--- config.mk ---
export PLATFORM = sky130hd
export DESIGN_NAME = pkt_len_meter
export DESIGN_NICKNAME = d
export VERILOG_FILES = /design/src/rtl/pkt_len_meter.sv
export SDC_FILE = /design/constraint.sdc
export NUM_CORES = 1
export LEC_CHECK = 0
export BUFFER_PORTS_ARGS = -buffer_cell sky130_fd_sc_hd__clkbuf_2
export CAP_MARGIN = 40
export CORE_ASPECT_RATIO = 1.1
export CORE_UTILIZATION = 45
export DETAILED_ROUTE_END_ITERATION = 16
export GPL_ROUTABILITY_DRIVEN = 0
export PLACE_DENSITY = 0.68
export RECOVER_POWER = 50
export SLEW_MARGIN = 30
export SYNTH_ARGS = -nofsm -noshare
export SYNTH_HDL_FRONTEND = slang
export SYNTH_SLANG_ARGS = --single-unit
--- constraint.sdc ---
create_clock -name clk_i -period 2.77 [get_ports clk_i]
set_clock_uncertainty 0.1 [all_clocks]
set_input_delay 0.554 -clock clk_i [delete_from_list [all_inputs] [get_ports clk_i]]
set_output_delay 0.554 -clock clk_i [all_outputs]
set_load 0.01 [all_outputs]
--- src/rtl/pkt_len_meter.sv ---
// pkt_len_meter
//
// Measures the byte length of each packet on a beat-oriented stream and
// emits one {flow, size, enable} record per well-formed packet, lined up to
// drive the per-flow statistics RAM (rx_flow_num_i / pkt_size_i /
// pkt_size_en_i) directly. Malformed framing is dropped and counted.
//
// Ports:
//   clk_i          single clock, rising edge
//   rst_i          asynchronous, active-low reset
//   valid_i        beat valid; every other stream input is ignored when low
//   sop_i          first beat of a packet
//   eop_i          last beat of a packet
//   empty_i        unused bytes in the eop beat (ignored unless eop_i)
//   flow_num_i     flow tag, sampled only on a valid sop beat
//   rx_flow_num_o  flow of the reported packet
//   pkt_size_o     packet length in bytes, saturating at 16'hFFFF
//   pkt_size_en_o  one-cycle record-valid pulse, one cycle after the eop beat
//   err_cnt_o      saturating count of malformed events
//
// Stream handshake: there is no backpressure. A beat is transferred on any
// rising edge where valid_i is high; the meter always accepts it.
//
// Malformed events counted in err_cnt_o:
//   - a non-sop beat arriving while no packet is open (orphan beat)
//   - a sop beat arriving while a packet is open (missing eop); the open
//     packet is dropped and the sop beat starts a new packet as usual.

module pkt_len_meter #(
    parameter int A_WIDTH    = 10,
    parameter int DATA_BYTES = 8,
    localparam int EMPTY_W   = $clog2(DATA_BYTES)
) (
    input  logic               clk_i,
    input  logic               rst_i,
    input  logic               valid_i,
    input  logic               sop_i,
    input  logic               eop_i,
    input  logic [EMPTY_W-1:0] empty_i,
    input  logic [A_WIDTH-1:0] flow_num_i,
    output logic [A_WIDTH-1:0] rx_flow_num_o,
    output logic [15:0]        pkt_size_o,
    output logic               pkt_size_en_o,
    output logic [15:0]        err_cnt_o
);

    typedef enum logic {
        IDLE = 1'b0,
        PKT  = 1'b1
    } state_t;

    localparam logic [16:0] BEAT_BYTES = 17'(DATA_BYTES);

    state_t             state_q, state_n;
    logic [16:0]        acc_q, acc_n;
    logic [A_WIDTH-1:0] flow_q, flow_n;

    logic               emit;
    logic [15:0]        emit_size;
    logic [A_WIDTH-1:0] emit_flow;
    logic               err_inc;

    logic [16:0]        empty_ext;

    // Any 17-bit sum above 16'hFFFF is clamped. The accumulator never holds
    // more than 16'hFFFF, so acc + DATA_BYTES - empty always fits in 17 bits
    // and a clamped accumulator keeps reporting 16'hFFFF.
    function automatic logic [15:0] sat16(input logic [16:0] v);
        return v[16] ? 16'hFFFF : v[15:0];
    endfunction

    assign empty_ext = {{(17 - EMPTY_W){1'b0}}, empty_i};

    // Next-state, accumulator and emit decode.
    always_comb begin
        state_n   = state_q;
        acc_n     = acc_q;
        flow_n    = flow_q;
        emit      = 1'b0;
        emit_size = 16'h0000;
        emit_flow = flow_q;
        err_inc   = 1'b0;

        if (valid_i) begin
            if (sop_i) begin
                // A sop while a packet is open aborts it; the beat itself is
                // then treated exactly like a sop seen in IDLE.
                if (state_q == PKT) begin
                    err_inc = 1'b1;
                end
                if (eop_i) begin
                    emit      = 1'b1;
                    emit_size = sat16(BEAT_BYTES - empty_ext);
                    emit_flow = flow_num_i;
                    state_n   = IDLE;
                    acc_n     = 17'd0;
                end else begin
                    flow_n    = flow_num_i;
                    acc_n     = BEAT_BYTES;
                    state_n   = PKT;
                end
            end else if (state_q == IDLE) begin
                // Orphan beat: nothing is open, so it cannot be measured.
                err_inc = 1'b1;
            end else if (eop_i) begin
                emit      = 1'b1;
                emit_size = sat16(acc_q + BEAT_BYTES - empty_ext);
                emit_flow = flow_q;
                state_n   = IDLE;
                acc_n     = 17'd0;
            end else begin
                acc_n = {1'b0, sat16(acc_q + BEAT_BYTES)};
            end
        end
    end

    // FSM and packet context.
    always_ff @(posedge clk_i or negedge rst_i) begin
        if (!rst_i) begin
            state_q <= IDLE;
            acc_q   <= 17'd0;
            flow_q  <= '0;
        end else begin
            state_q <= state_n;
            acc_q   <= acc_n;
            flow_q  <= flow_n;
        end
    end

    // Record outputs: the enable pulses for one cycle, flow/size hold their
    // last reported values in between.
    always_ff @(posedge clk_i or negedge rst_i) begin
        if (!rst_i) begin
            pkt_size_en_o <= 1'b0;
            pkt_size_o    <= 16'h0000;
            rx_flow_num_o <= '0;
        end else begin
            pkt_size_en_o <= emit;
            if (emit) begin
                pkt_size_o    <= emit_size;
                rx_flow_num_o <= emit_flow;
            end
        end
    end

    // Error counter, saturating.
    always_ff @(posedge clk_i or negedge rst_i) begin
        if (!rst_i) begin
            err_cnt_o <= 16'h0000;
        end else if (err_inc && (err_cnt_o != 16'hFFFF)) begin
            err_cnt_o <= err_cnt_o + 16'd1;
        end
    end

endmodule

# Word-level counts from Yosys, hierarchy flattened
# Index checks and enable logic that the tools add are counted.
dict set report totals {
  register_bits 71
  latchBits 0
  mem_bits_rw 0
  rom_bits 0
  in_bits 18
  out_inout_bits 43
  n_memories 0
}
dict set report classes {
  add_sub_neg 4
  multipliers 0
  div 0
  n_lt_le_gt_ge 0
  n_eq_ne 1
  shifts 0
  n_mux 26
  bitwise_logic 1
  reduce_logical 4
}
# operator n
set ops {}
lappend ops {{16-bit two-way mux} 9}
lappend ops {{17-bit two-way mux} 2}
lappend ops {{10-bit two-way mux} 3}
lappend ops {{17-bit by 4-bit adder with 17-bit output, second input constant} 1}
lappend ops {{17-bit by 3-bit subtractor with 17-bit output} 1}
lappend ops {{16-bit by 1-bit adder with 16-bit output, second input constant} 1}
lappend ops {{16-bit != test, second input constant} 1}
lappend ops {{1-bit two-way mux} 11}
lappend ops {{4-bit by 3-bit subtractor with 5-bit output, first input constant} 1}
lappend ops {{4-bit two-way mux} 1}
lappend ops {{3-bit AND reduction} 1}
lappend ops {{2-bit AND reduction} 1}
lappend ops {{2-bit nonzero test} 1}
lappend ops {{1-bit logical AND} 1}
lappend ops {{1-bit inverter} 1}

# Depth between registers and ports, before layout
# Gate-level depths: netlist (run 1).
dict set report depth {
  depth_word 7
  ltp_mapped 10
}

# Worst setup path after synthesis (run 1)
# Ideal clock, no wire load.
dict set report synth_path {
  path_type {input to register}
  startpoint {input empty_i[1]}
  endpoint {register pkt_size_o[15]}
  setup_ps 132
  arrival_ps 2436
  required_time_ps 2538
  slack_ps 102
  path_stages 8
  path_buffers 0
  path_cell_list {inv_1 -> ha_1 -> nor2b_1 -> o21a_1 -> a2111o_1 -> or4b_1 -> mux2i_1 -> o211ai_2}
}
dict set report synth_via {
  elab_chain_cells 6
  word_cells_on_any_way 9
  cone_classes {add/sub: 2; mux: 7}
}
# item line_no
set synth_lines {}
lappend synth_lines {{start: declaration} 39} ;# input logic [EMPTY_W-1:0] empty_i,
lappend synth_lines {{17-bit by 3-bit subtractor with 17-bit output} 107} ;# emit_size = sat16(acc_q + BEAT_BYTES - empty_ext);
lappend synth_lines {{16-bit two-way mux} 69} ;# return v[16] ? 16'hFFFF : v[15:0];
lappend synth_lines {{16-bit two-way mux} 105} ;# end else if (eop_i) begin
lappend synth_lines {{16-bit two-way mux} 102} ;# end else if (state_q == IDLE) begin
lappend synth_lines {{16-bit two-way mux *} 85} ;# if (sop_i) begin
lappend synth_lines {{16-bit two-way mux *} 84} ;# if (valid_i) begin
lappend synth_lines {{end signal: assignment} 140} ;# pkt_size_o <= emit_size;
lappend synth_lines {{end: declaration} 42} ;# output logic [15:0] pkt_size_o,
# Mark *: on every way between the ends. The rest lies on a longest branch, timed or not.
# A chain may end at the register's enable or synchronous reset.

# Worst setup path in the final report (run 1)
dict set report layout_path {
  startpoint {register acc_q[1]}
  endpoint {register pkt_size_o[15]}
}
dict set report layout_via {
  elab_chain_cells 7
}
# item line_no
set layout_lines {}
lappend layout_lines {{start: declaration} 55} ;# logic [16:0] acc_q, acc_n;
lappend layout_lines {{start signal: assignment} 125} ;# acc_q <= acc_n;
lappend layout_lines {{17-bit by 4-bit adder with 17-bit output} 107}
lappend layout_lines {{17-bit by 3-bit subtractor with 17-bit output} 107}
lappend layout_lines {{16-bit two-way mux} 69}
lappend layout_lines {{16-bit two-way mux} 105}
lappend layout_lines {{16-bit two-way mux} 102}
lappend layout_lines {{16-bit two-way mux} 85}
lappend layout_lines {{16-bit two-way mux} 84}
# No other way between the ends.

==> impl_metrics.yaml, run 1 <==
pwr:
  vdd_drop_max_mv: 0.536
  swShare: 0.314
  p_seq_frac: 0.449
  p_switching_w: 0.000888
  p_leak_nw: 2.26
  pwr-share-comb: 0.218
  clkPwrFrac: 0.333
  p_per_area_nw_per_um2: 597
  power.internal_w: 0.00194
place:
  io_buffers: 60
  dp_cells: 577
  hpwl_microns: 6410
global_routing:
  grt_pass1_vias: 3182
  gr-total-overflow: 0
  antenna_found_initial: 0
  grtUsageTotal: 0.211
  grt_pass1_wl_microns: 15400
  grt_max_degree: 69
floorplanning:
  die_w_microns: 92.0
  die-area_sq_um: 9280
  num_rows: 35
  core_area_sq_um: 8500
  io_pins: 61
  die_y_microns: 101
  start_util: 0.472
clock_network:
  ctsHoldBuffers: 0
  clk_latency_ps: 340
  htree_levels: 3
  postCtsSetupRepairBufs: 0
  clk_pin_slew_ps: 90
  cts_made_buffers: 9
  cts-root-buf: "clkbuf_8"
  clk_path_buf_depth: 2
  cts_tree: "done"
  cts_sinks: 68
routing:
  routed_wl_microns: 9190
  num_vias: 3273
  wire_per_inst_microns: 15.5
  drc_errors: 0
  avgViaCountPerCell: 5.52
  dr.pass1.iters: 5
  final_antenna_net_count: 0
  drt_iter0_markers: 188
critical_path:
  crit_path_start: "acc_q[1]$_DFFE_PN0P_"
  crit_required_ps: 2880
  crit_chain: "ha_1, nor2b_1, o21a_1, a2111o_1, or4b_1, mux2i_1, o211ai_2"
  path_class: "reg -> reg"
  crit_path_max_incr_delay_ps: 560
  timing.rr.start: "acc_q[1]$_DFFE_PN0P_"
  rrSetupSlack_ps: 140
  r2r-end: "pkt_size_o[15]$_DFFE_PN0P_"
  slowest_stage: "or4b_1"
  start_kind: "flip-flop"
  worstPathMaxFanout: 5
  r2r_cells: 7
  crit_end: "pkt_size_o[15]$_DFFE_PN0P_"
  endpoint_kind: "flip-flop"
  cp.arrival_ps: 2740
hold_path:
  hold_depth: 2
  hp-class: "in -> reg"
synthesis:
  synthArstFlopShare: 1.00
  ys_seq_elements: 68
  avgSynthCellArea_sq_um: 9.92
  synthesis.area_sq_um: 4010
  synth.net_count: 431
  yosysWarningCount: 0
  synth_flop_cell: "dfrtp_1"
  synth_edf_count: 0
  yosysUniqueCellTypes: 61
  seq_area_frac_synth: 0.425
  syn_inst: 404
layout:
  drive_gt1_frac: 0.261
  final-seq-area_sq_um: 1700
  final_cells: 593
  synthToLayoutAreaGrowth_pct: 18.2
  mostFrequentLayoutCell: "dfrtp_1"
  fillers: 792
  nNetsFinal: 504
  multiInputGateArea_sq_um: 2130
  diodes: 0
  final_cell_mix: "dfrtp_1, clkbuf_2, nand2_1, o21ai_0, buf_4"
timing:
  fin_crit_ps: 2630
  worst_slew_pin_slew_ps: 1720
  finalSetupViolCount: 0
  clock.fmax_ghz: 0.380
  drv_slew: 69
  post-route-period-util: 0.949
  hold_viol_final: 0
  fin_setup_tns_ps: 0
  slew_headroom: -0.147
  rsz0062_at_grt: "false"
  fin_hold_ws_ps: 350
status:
  outcome: "finished, violations left"
  violations: "capacitance limit, slew limit"
flow_run:
  maxCapViolCount: 1
## critical path: cells and delay by family, from the launching register on
| family | cells | cell delay, ps |
|---|---|---|
| compound gates | 3 | 770 |
| simple gates | 2 | 690 |
| flops | 1 | 440 |
| fa+ha+maj | 1 | 290 |
| mux | 1 | 200 |
## routing by layer
metal,up-vias,track usage,share of wire
met5,-,0,0
li1,1602,-,-
met4,0,0.0685,0.011
met3,9,0.0347,0.039
met1,1585,0.279,0.45
met2,77,0.353,0.50
## cells in the mapped netlist, types with 4 or more instances
master	n	area share
a21o_1	4	0.0075
nor2b_1	4	0.0062
xnor2_1	17	0.037
nand4_1	9	0.014
o21ai_0	30	0.037
a22o_1	5	0.011
clkbuf_1	16	0.015
a211oi_1	4	0.0075
mux2i_1	12	0.030
nor3_1	8	0.010
ha_1	8	0.025
nor2_1	15	0.014
o22ai_1	4	0.0062
xor2_1	16	0.035
mux2_2	12	0.034
nand2b_1	5	0.0078
buf_6	4	0.011
and4_1	5	0.011
inv_1	8	0.0075
a22oi_1	5	0.0094
nand3_1	14	0.017
and3_1	9	0.014
dfrtp_1	68	0.42
o21ai_2	4	0.0087
nand2_1	42	0.039
a21oi_1	13	0.016
## kinds of logic (layout without fill, tap and decap cells)
kind of cell | count (synthesis) | in the layout | share of synthesized area
AND/OR/NAND/NOR | 133 | 133 | 0.188
buffers and inverters | 36 | 114 | 0.0440
adder cells (fa/ha/maj) | 9 | 9 | 0.0300
AO/OA/AOI/OAI | 99 | 99 | 0.167
multiplexers | 24 | 24 | 0.0637
flip-flops | 68 | 68 | 0.425
XOR/XNOR | 35 | 35 | 0.0831
## area by class of cell
cell class                 instances  area share
inverter                           9     0.00713
clock inverter                     7      0.0209
tap                              111      0.0293
sequential                        68       0.359
clock buffer                       9      0.0261
timing repair buffer              89       0.107
multi-input combinational        300       0.450
## flip-flops by register name (all words and copies together), names as in the netlist
signal         count
pkt_size_o        16
state_q            1
rx_flow_num_o     10
err_cnt_o         16
pkt_size_en_o      1
flow_q            10
acc_q             14
## worst min path at each step
stage,from,to
6_report,flow_num_i[0],flow_q[0]$_DFFE_PN0P_
3_5_place_dp,rx_flow_num_o[2]$_DFFE_PN0P_,rx_flow_num_o[2]$_DFFE_PN0P_
3_3_place_gp,rx_flow_num_o[6]$_DFFE_PN0P_,rx_flow_num_o[6]$_DFFE_PN0P_
2_1_floorplan,rst_i,acc_q[10]$_DFFE_PN0P_
5_1_grt,flow_num_i[9],flow_q[9]$_DFFE_PN0P_
4_1_cts,rst_i,pkt_size_o[8]$_DFFE_PN0P_
## timing repair
| item | 4_1_cts | 5_1_grt |
|---|---|---|
| resized for setup | 0 | 2 |
| hold endpoints to repair | 0 | 0 |
| setup endpoints to repair | 0 | 11 |
## through the flow
stage	instance area, sq um	total power, W	worst slack [ps]	utilization
after floorplan	4010	0.00165	102	-
after global placement	4550	0.00189	-92.5	0.535
after detailed placement	4550	0.00192	-130	0.535
after CTS	4770	0.00286	85.8	0.561
after global routing	4740	0.00297	36.1	0.558
final	4740	0.00283	142	0.558
## power groups by stage
stage / Sequential (W) / Combinational (W) / Clock, W
floorplan: 0.00132 / 0.000325 / 0
global placement: 0.00128 / 0.000617 / 0
detailed placement: 0.00129 / 0.000632 / 0
CTS: 0.00127 / 0.000634 / 0.000954
global route: 0.00129 / 0.000689 / 0.000985
finish: 0.00127 / 0.000616 / 0.000943
No activity file was read; power rests on OpenSTA's default activity.
==> run 2: changes to the inputs <==
- CORE_UTILIZATION: 45 -> 25
- GPL_TIMING_DRIVEN: default -> 0
- PLACE_DENSITY: 0.68 -> default
==> run 2 against run 1 <==
The run still ends with capacitance limit, slew limit left. Combinational power is 8.3% higher. Global-route usage is 7.6 points lower. Die area is 78% higher. First-iteration DRC count is 18% higher. Cell count is 16% higher. Worst hold slack better by 17 ps. Sequential power hardly changed. Non-clock buffer count is 5 higher. Via count is 3.2% higher. Setup slack worse by 14 ps. Register-to-register slack hardly changed. Fmax is 0.53% lower. Critical path type unchanged. Largest cell class unchanged. Largest power group unchanged. Highest routed layer unchanged.
==> impl_metrics.yaml, run 2 (synthesis results as in run 1) <==
clock_network:
  clk_latency_ps: 340
  cts_made_buffers: 9
  cts-root-buf: "clkbuf_16"
  clk_path_buf_depth: 2
  htree_levels: 3
  clk_pin_slew_ps: 60
  ctsHoldBuffers: 0
  cts_tree: "done"
  cts_sinks: 68
layout:
  diodes: 0
  mostFrequentLayoutCell: "dfrtp_1"
  drive_gt1_frac: 0.224
  fin_util: 0.313
  synthToLayoutAreaGrowth_pct: 22.5
  reg_top3: "err_cnt_o x16, pkt_size_o x16, acc_q x14"
  final-seq-area_sq_um: 1700
  nNetsFinal: 509
  multiInputGateArea_sq_um: 2160
  design_area_sq_um: 4910
  final_cell_mix: "dfrtp_1, nand2_1, clkbuf_2, clkbuf_1, o21ai_0"
  fillers: 1621
floorplanning:
  start_util: 0.256
  core_area_sq_um: 15700
  io_pins: 61
  die_y_microns: 135
  die-area_sq_um: 16500
  num_rows: 48
  die_w_microns: 123
critical_path:
  crit_path_start: "acc_q[1]$_DFFE_PN0P_"
  rrSetupSlack_ps: 130
  r2r_cells: 7
  cp.arrival_ps: 2750
  endpoint_kind: "flip-flop"
  crit_required_ps: 2880
  crit_end: "pkt_size_o[15]$_DFFE_PN0P_"
  r2r-end: "pkt_size_o[15]$_DFFE_PN0P_"
  worstPathMaxFanout: 5
  start_kind: "flip-flop"
  path_class: "reg -> reg"
  timing.rr.start: "acc_q[1]$_DFFE_PN0P_"
timing:
  fin_crit_ps: 2640
  rsz0062_at_grt: "false"
  worst_slew_pin_slew_ps: 1770
  finalSetupViolCount: 0
  clock.fmax_ghz: 0.378
  post-route-period-util: 0.954
  hold_viol_final: 0
  drv_slew: 33
  fin_hold_ws_ps: 367
  worst_slack_ps: 128
  slew_headroom: -0.182
routing:
  drt_iter0_markers: 222
  num_vias: 3378
  avgViaCountPerCell: 4.92
  dr.pass1.iters: 5
  drc_errors: 0
  final_antenna_net_count: 0
  routed_wl_microns: 10500
  wire_per_inst_microns: 15.3
global_routing:
  gr-total-overflow: 0
  antenna_found_initial: 0
  grt_pass1_vias: 3237
  grt_pass1_wl_microns: 17100
  grtUsageTotal: 0.135
  grt_max_degree: 38
flow_run:
  maxCapViolCount: 1
hold_path:
  hp-class: "in -> reg"
pwr:
  finalPower_w: 0.00297
  vdd_drop_max_mv: 0.374
  p_leak_nw: 2.23
  p_per_area_nw_per_um2: 606
place:
  pre_cts_slack_ps: -399
  place_area_sq_um: 4570
  hpwl_microns: 7470
  io_buffers: 59
status:
  outcome: "finished, violations left"
  violations: "capacitance limit, slew limit"
## run 2: worst min path at each step
stage                                            start                           end  slack [ps]  depth (start not counted)
after floorplan                                  rst_i         acc_q[10]$_DFFE_PN0P_         160                          0
after global placement    rx_flow_num_o[8]$_DFFE_PN0P_  rx_flow_num_o[8]$_DFFE_PN0P_         370                          2
after detailed placement  rx_flow_num_o[8]$_DFFE_PN0P_  rx_flow_num_o[8]$_DFFE_PN0P_         370                          2
after CTS                                        rst_i          acc_q[8]$_DFFE_PN0P_         110                          1
after global routing                     flow_num_i[9]         flow_q[9]$_DFFE_PN0P_         360                          2
final                                    flow_num_i[2]         flow_q[2]$_DFFE_PN0P_         370                          2
## run 2: metal layers
layer / vias to the layer above / part of all wire / track usage
li1: 1612 / - / -
met1: 1658 / 0.44 / 0.171
met2: 96 / 0.47 / 0.208
met3: 12 / 0.066 / 0.0494
met4: 0 / 0.020 / 0.0535
met5: - / 0 / 0
## run 2: cell type report
| class | instances | area share |
|---|---|---|
| sequential | 68 | 0.347 |
| multi-input combinational | 300 | 0.439 |
| clock inverter | 5 | 0.00612 |
| timing repair buffer | 68 | 0.0744 |
| buffer | 26 | 0.0291 |
| tap | 200 | 0.0510 |
| inverter | 9 | 0.00688 |
| clock buffer | 10 | 0.0466 |
## run 2: stage by stage
stage          setup TNS [ps]  cells
6_report                    0    686
5_1_grt                     0    686
2_1_floorplan               0    404
3_5_place_dp            -6530    664
3_3_place_gp            -5370    663
4_1_cts                 -3.07    685
## run 2: worst max-delay path, cell delays in order (launching register included)
cell      delay (ps)
dfrtp_1          420
ha_1             290
nor2b_1          130
o21a_1           230
a2111o_1         480
or4b_1           580
mux2i_1          200
o211ai_2          90
## run 2: power by group
| group | leakage [nW] | switching, W | internal, W |
|---|---|---|---|
| registers | 0.883 | 0.000126 | 0.00115 |
| logic | 1.22 | 0.000365 | 0.000302 |
| clock network | 0.124 | 0.000437 | 0.000595 |
## run 2: timing repair
action	CTS	global route
gates resized for setup	4	8
setup endpoints to repair	19	23
cloned	1	0
pin swaps	4	6
hold endpoints to repair	0	0
setup buffers	5	2
==> run 3: changes to the inputs <==
- ABC_AREA: default -> 1
- CAP_MARGIN: 40 -> 10
==> run 3 against run 2 <==
The flow still finishes with violations (capacitance limit, slew limit). Sequential power about the same. Combinational power decreased by 14%. Global-route usage down 1.4 points. Routed wire length fell by 15%. Sequential cell count unchanged. Utilization barely moved. Area after synthesis decreased by 2.5%. Cell count increased by 8.5%. Worst hold slack hardly changed. First-iteration DRC count shrank 30%. Critical path depth increased by 7. Highest routed layer unchanged.
==> impl_metrics.yaml, run 3 <==
synthesis:
  synthesis.area_sq_um: 3910
  synth.net_count: 499
  synth_compound_area_frac: 0.0977
  synth_flop_cell: "dfrtp_1"
  yosysMostFrequentCell: "nand2_1"
  synth-xor-area-share: 0.0605
  yosys-top-cells-area: "dfrtp_1, nand2_1, inv_1"
  muxShareOfSynthArea: 0.0173
  synth_top_family_by_area: "simple AND/OR/NAND/NOR gates"
  synth_top_area_cell: "dfrtp_1"
  yosys-top-cells-count: "nand2_1, dfrtp_1, inv_1"
  synthSimpleGateAreaFrac: 0.297
  synthArstFlopShare: 1.00
  yosysWarningCount: 0
  avgSynthCellArea_sq_um: 8.28
  synthAdderAreaFrac: 0.0307
  ys_seq_elements: 68
  yosysUniqueCellTypes: 38
  synth_edf_count: 0
  seq_area_frac_synth: 0.435
  yosysTopAreaCellShare: 0.435
  syn_inst: 472
clock_network:
  cts_tree: "done"
  clk_pin_slew_ps: 60
  cts-root-buf: "clkbuf_16"
  cts_sinks: 68
  cts_made_buffers: 9
  clk_latency_ps: 340
  ctsHoldBuffers: 0
  htree_levels: 3
  clk_path_buf_depth: 2
  cts_resized: 0
  postCtsSetupRepairBufs: 0
pwr:
  p_seq_frac: 0.403
  clkPwrFrac: 0.411
  power.internal_w: 0.00215
  p_switching_w: 0.000917
  pwr-share-comb: 0.186
  p_leak_nw: 2.33
  vdd_drop_max_mv: 0.319
  p_per_area_nw_per_um2: 646
  swShare: 0.299
global_routing:
  antenna_found_initial: 0
  grtUsageTotal: 0.122
  grt_pass1_wl_microns: 15500
  grt_pass1_vias: 3207
  grt_max_degree: 69
  gr-total-overflow: 0
routing:
  avgViaCountPerCell: 4.39
  drc_errors: 0
  wire_per_inst_microns: 12.0
  drt_iter0_markers: 155
  num_vias: 3263
  routed_wl_microns: 8910
  final_antenna_net_count: 0
  dr.pass1.iters: 4
critical_path:
  path_class: "reg -> reg"
  slowest_stage: "dfrtp_1"
  start_kind: "flip-flop"
  crit_path_max_incr_delay_ps: 400
  worstPathMaxFanout: 9
  cp.arrival_ps: 2480
  crit_required_ps: 2900
  endpoint_kind: "flip-flop"
  crit_chain: "inv_1, ha_1, fa_1, nor2_1, nor2_1, nand3b_2, nor2_4, nand2_4, nor2_8, nand2_4, nand2_8, nand2_8, o21ai_2, nand2_1"
layout:
  mostFrequentLayoutCell: "nand2_1"
  synthToLayoutAreaGrowth_pct: 21.6
  fin_util: 0.313
  nNetsFinal: 570
  final_cell_mix: "nand2_1, dfrtp_1, inv_1, nor2_1, clkbuf_2"
  drive_gt1_frac: 0.192
  reg_top3: "err_cnt_o x16, pkt_size_o x16, acc_q x14"
  diodes: 0
hold_path:
  hp-class: "in -> reg"
timing:
  worst_slew_pin_slew_ps: 1810
  fin_setup_tns_ps: 0
  post-route-period-util: 0.849
  slew_headroom: -0.204
  fin_crit_ps: 2350
  clock.fmax_ghz: 0.425
  rsz0062_at_grt: "false"
  drv_slew: 69
  finalSetupViolCount: 0
  hold_viol_final: 0
place:
  io_buffers: 60
  hpwl_microns: 6700
floorplanning:
  die-area_sq_um: 16100
  num_rows: 47
  die_y_microns: 133
  io_pins: 61
  die_w_microns: 121
  core_area_sq_um: 15200
  start_util: 0.258
status:
  violations: "capacitance limit, slew limit"
  outcome: "finished, violations left"
flow_run:
  maxCapViolCount: 1
run 3: cell count changes after synthesis, sizes merged, moves of 7 or more:
cell,before,now
mux2i,12,0
nand2,42,134
xnor2,19,8
o22ai,4,11
o21ai,36,19
nand3,15,30
and3,9,0
buf,11,2
inv,8,52
nor2,15,59
clkbuf,16,8
run 3: power by group through the flow:
| stage | registers (W) | logic, W | clock network, W |
|---|---|---|---|
| final | 0.00124 | 0.000571 | 0.00126 |
| after global routing | 0.00126 | 0.000648 | 0.00135 |
| after CTS | 0.00124 | 0.000595 | 0.00130 |
| after detailed placement | 0.00125 | 0.000594 | 0 |
| after global placement | 0.00126 | 0.000585 | 0 |
| after floorplan | 0.00129 | 0.000329 | 0 |
run 3: path summary, 6_finish.rpt:
check | slack [ps] | endpoint | depth (start not counted) | from
max | 420 | pkt_size_o[13]$_DFFE_PN0P_ | 14 | acc_q[1]$_DFFE_PN0P_
min | 370 | flow_q[1]$_DFFE_PN0P_ | 2 | flow_num_i[1]
max reg2reg | 420 | pkt_size_o[13]$_DFFE_PN0P_ | 14 | acc_q[1]$_DFFE_PN0P_
min reg2reg | 380 | pkt_size_o[15]$_DFFE_PN0P_ | 2 | pkt_size_o[15]$_DFFE_PN0P_
max in group asynchronous | 870 | acc_q[9]$_DFFE_PN0P_ | 1 | rst_i
min in group asynchronous | 570 | err_cnt_o[0]$_DFFE_PN0P_ | 1 | rst_i
run 3: layout make-up:
type / count / area [sq um]
well taps: 196 / 245
fillers: 1652 / 10400
multi-input cells: 340 / 1960
repair buffers: 60 / 274
clock inverters: 7 / 98.8
clock buffers: 9 / 225
flip-flops and latches: 68 / 1700
inverters: 54 / 203
plain buffers: 10 / 38.8
run 3: critical path, delay by kind of cell, from the launching register on:
| family | cells | cell delay (ps) |
|---|---|---|
| AOI/OAI and AO/OA | 1 | 140 |
| adders and majority gates | 2 | 410 |
| buffers and inverters | 1 | 120 |
| DFF | 1 | 400 |
| and+or+nand+nor | 10 | 1090 |
run 3: kinds of logic after synthesis:
kind of cell / count (synthesis)
muxes: 6
buffers and inverters: 64
and+or+nand+nor: 242
xor gates and xnor gates: 27
adders and majority gates: 9
DFF: 68
AOI/OAI and AO/OA: 56
run 3: per-layer routing:
| metal | track usage | part of all wire | up-vias |
|---|---|---|---|
| met5 | 0 | 0 | - |
| met1 | 0.159 | 0.48 | 1528 |
| met4 | 0.0453 | 0.014 | 0 |
| met3 | 0.0325 | 0.043 | 7 |
| li1 | - | - | 1672 |
| met2 | 0.191 | 0.46 | 56 |
run 3: per-stage QoR:
stage               cell area, sq um  worst slack (ps)  hold WS [ps]  std cells  total power [W]
global route                    4750               226           362        744          0.00325
floorplan                       3910               508           158        472          0.00162
global placement                4450               148           368        728          0.00184
CTS                             4790               395           154        744          0.00313
finish                          4750               418           367        744          0.00307
detailed placement              4460               118           366        728          0.00185
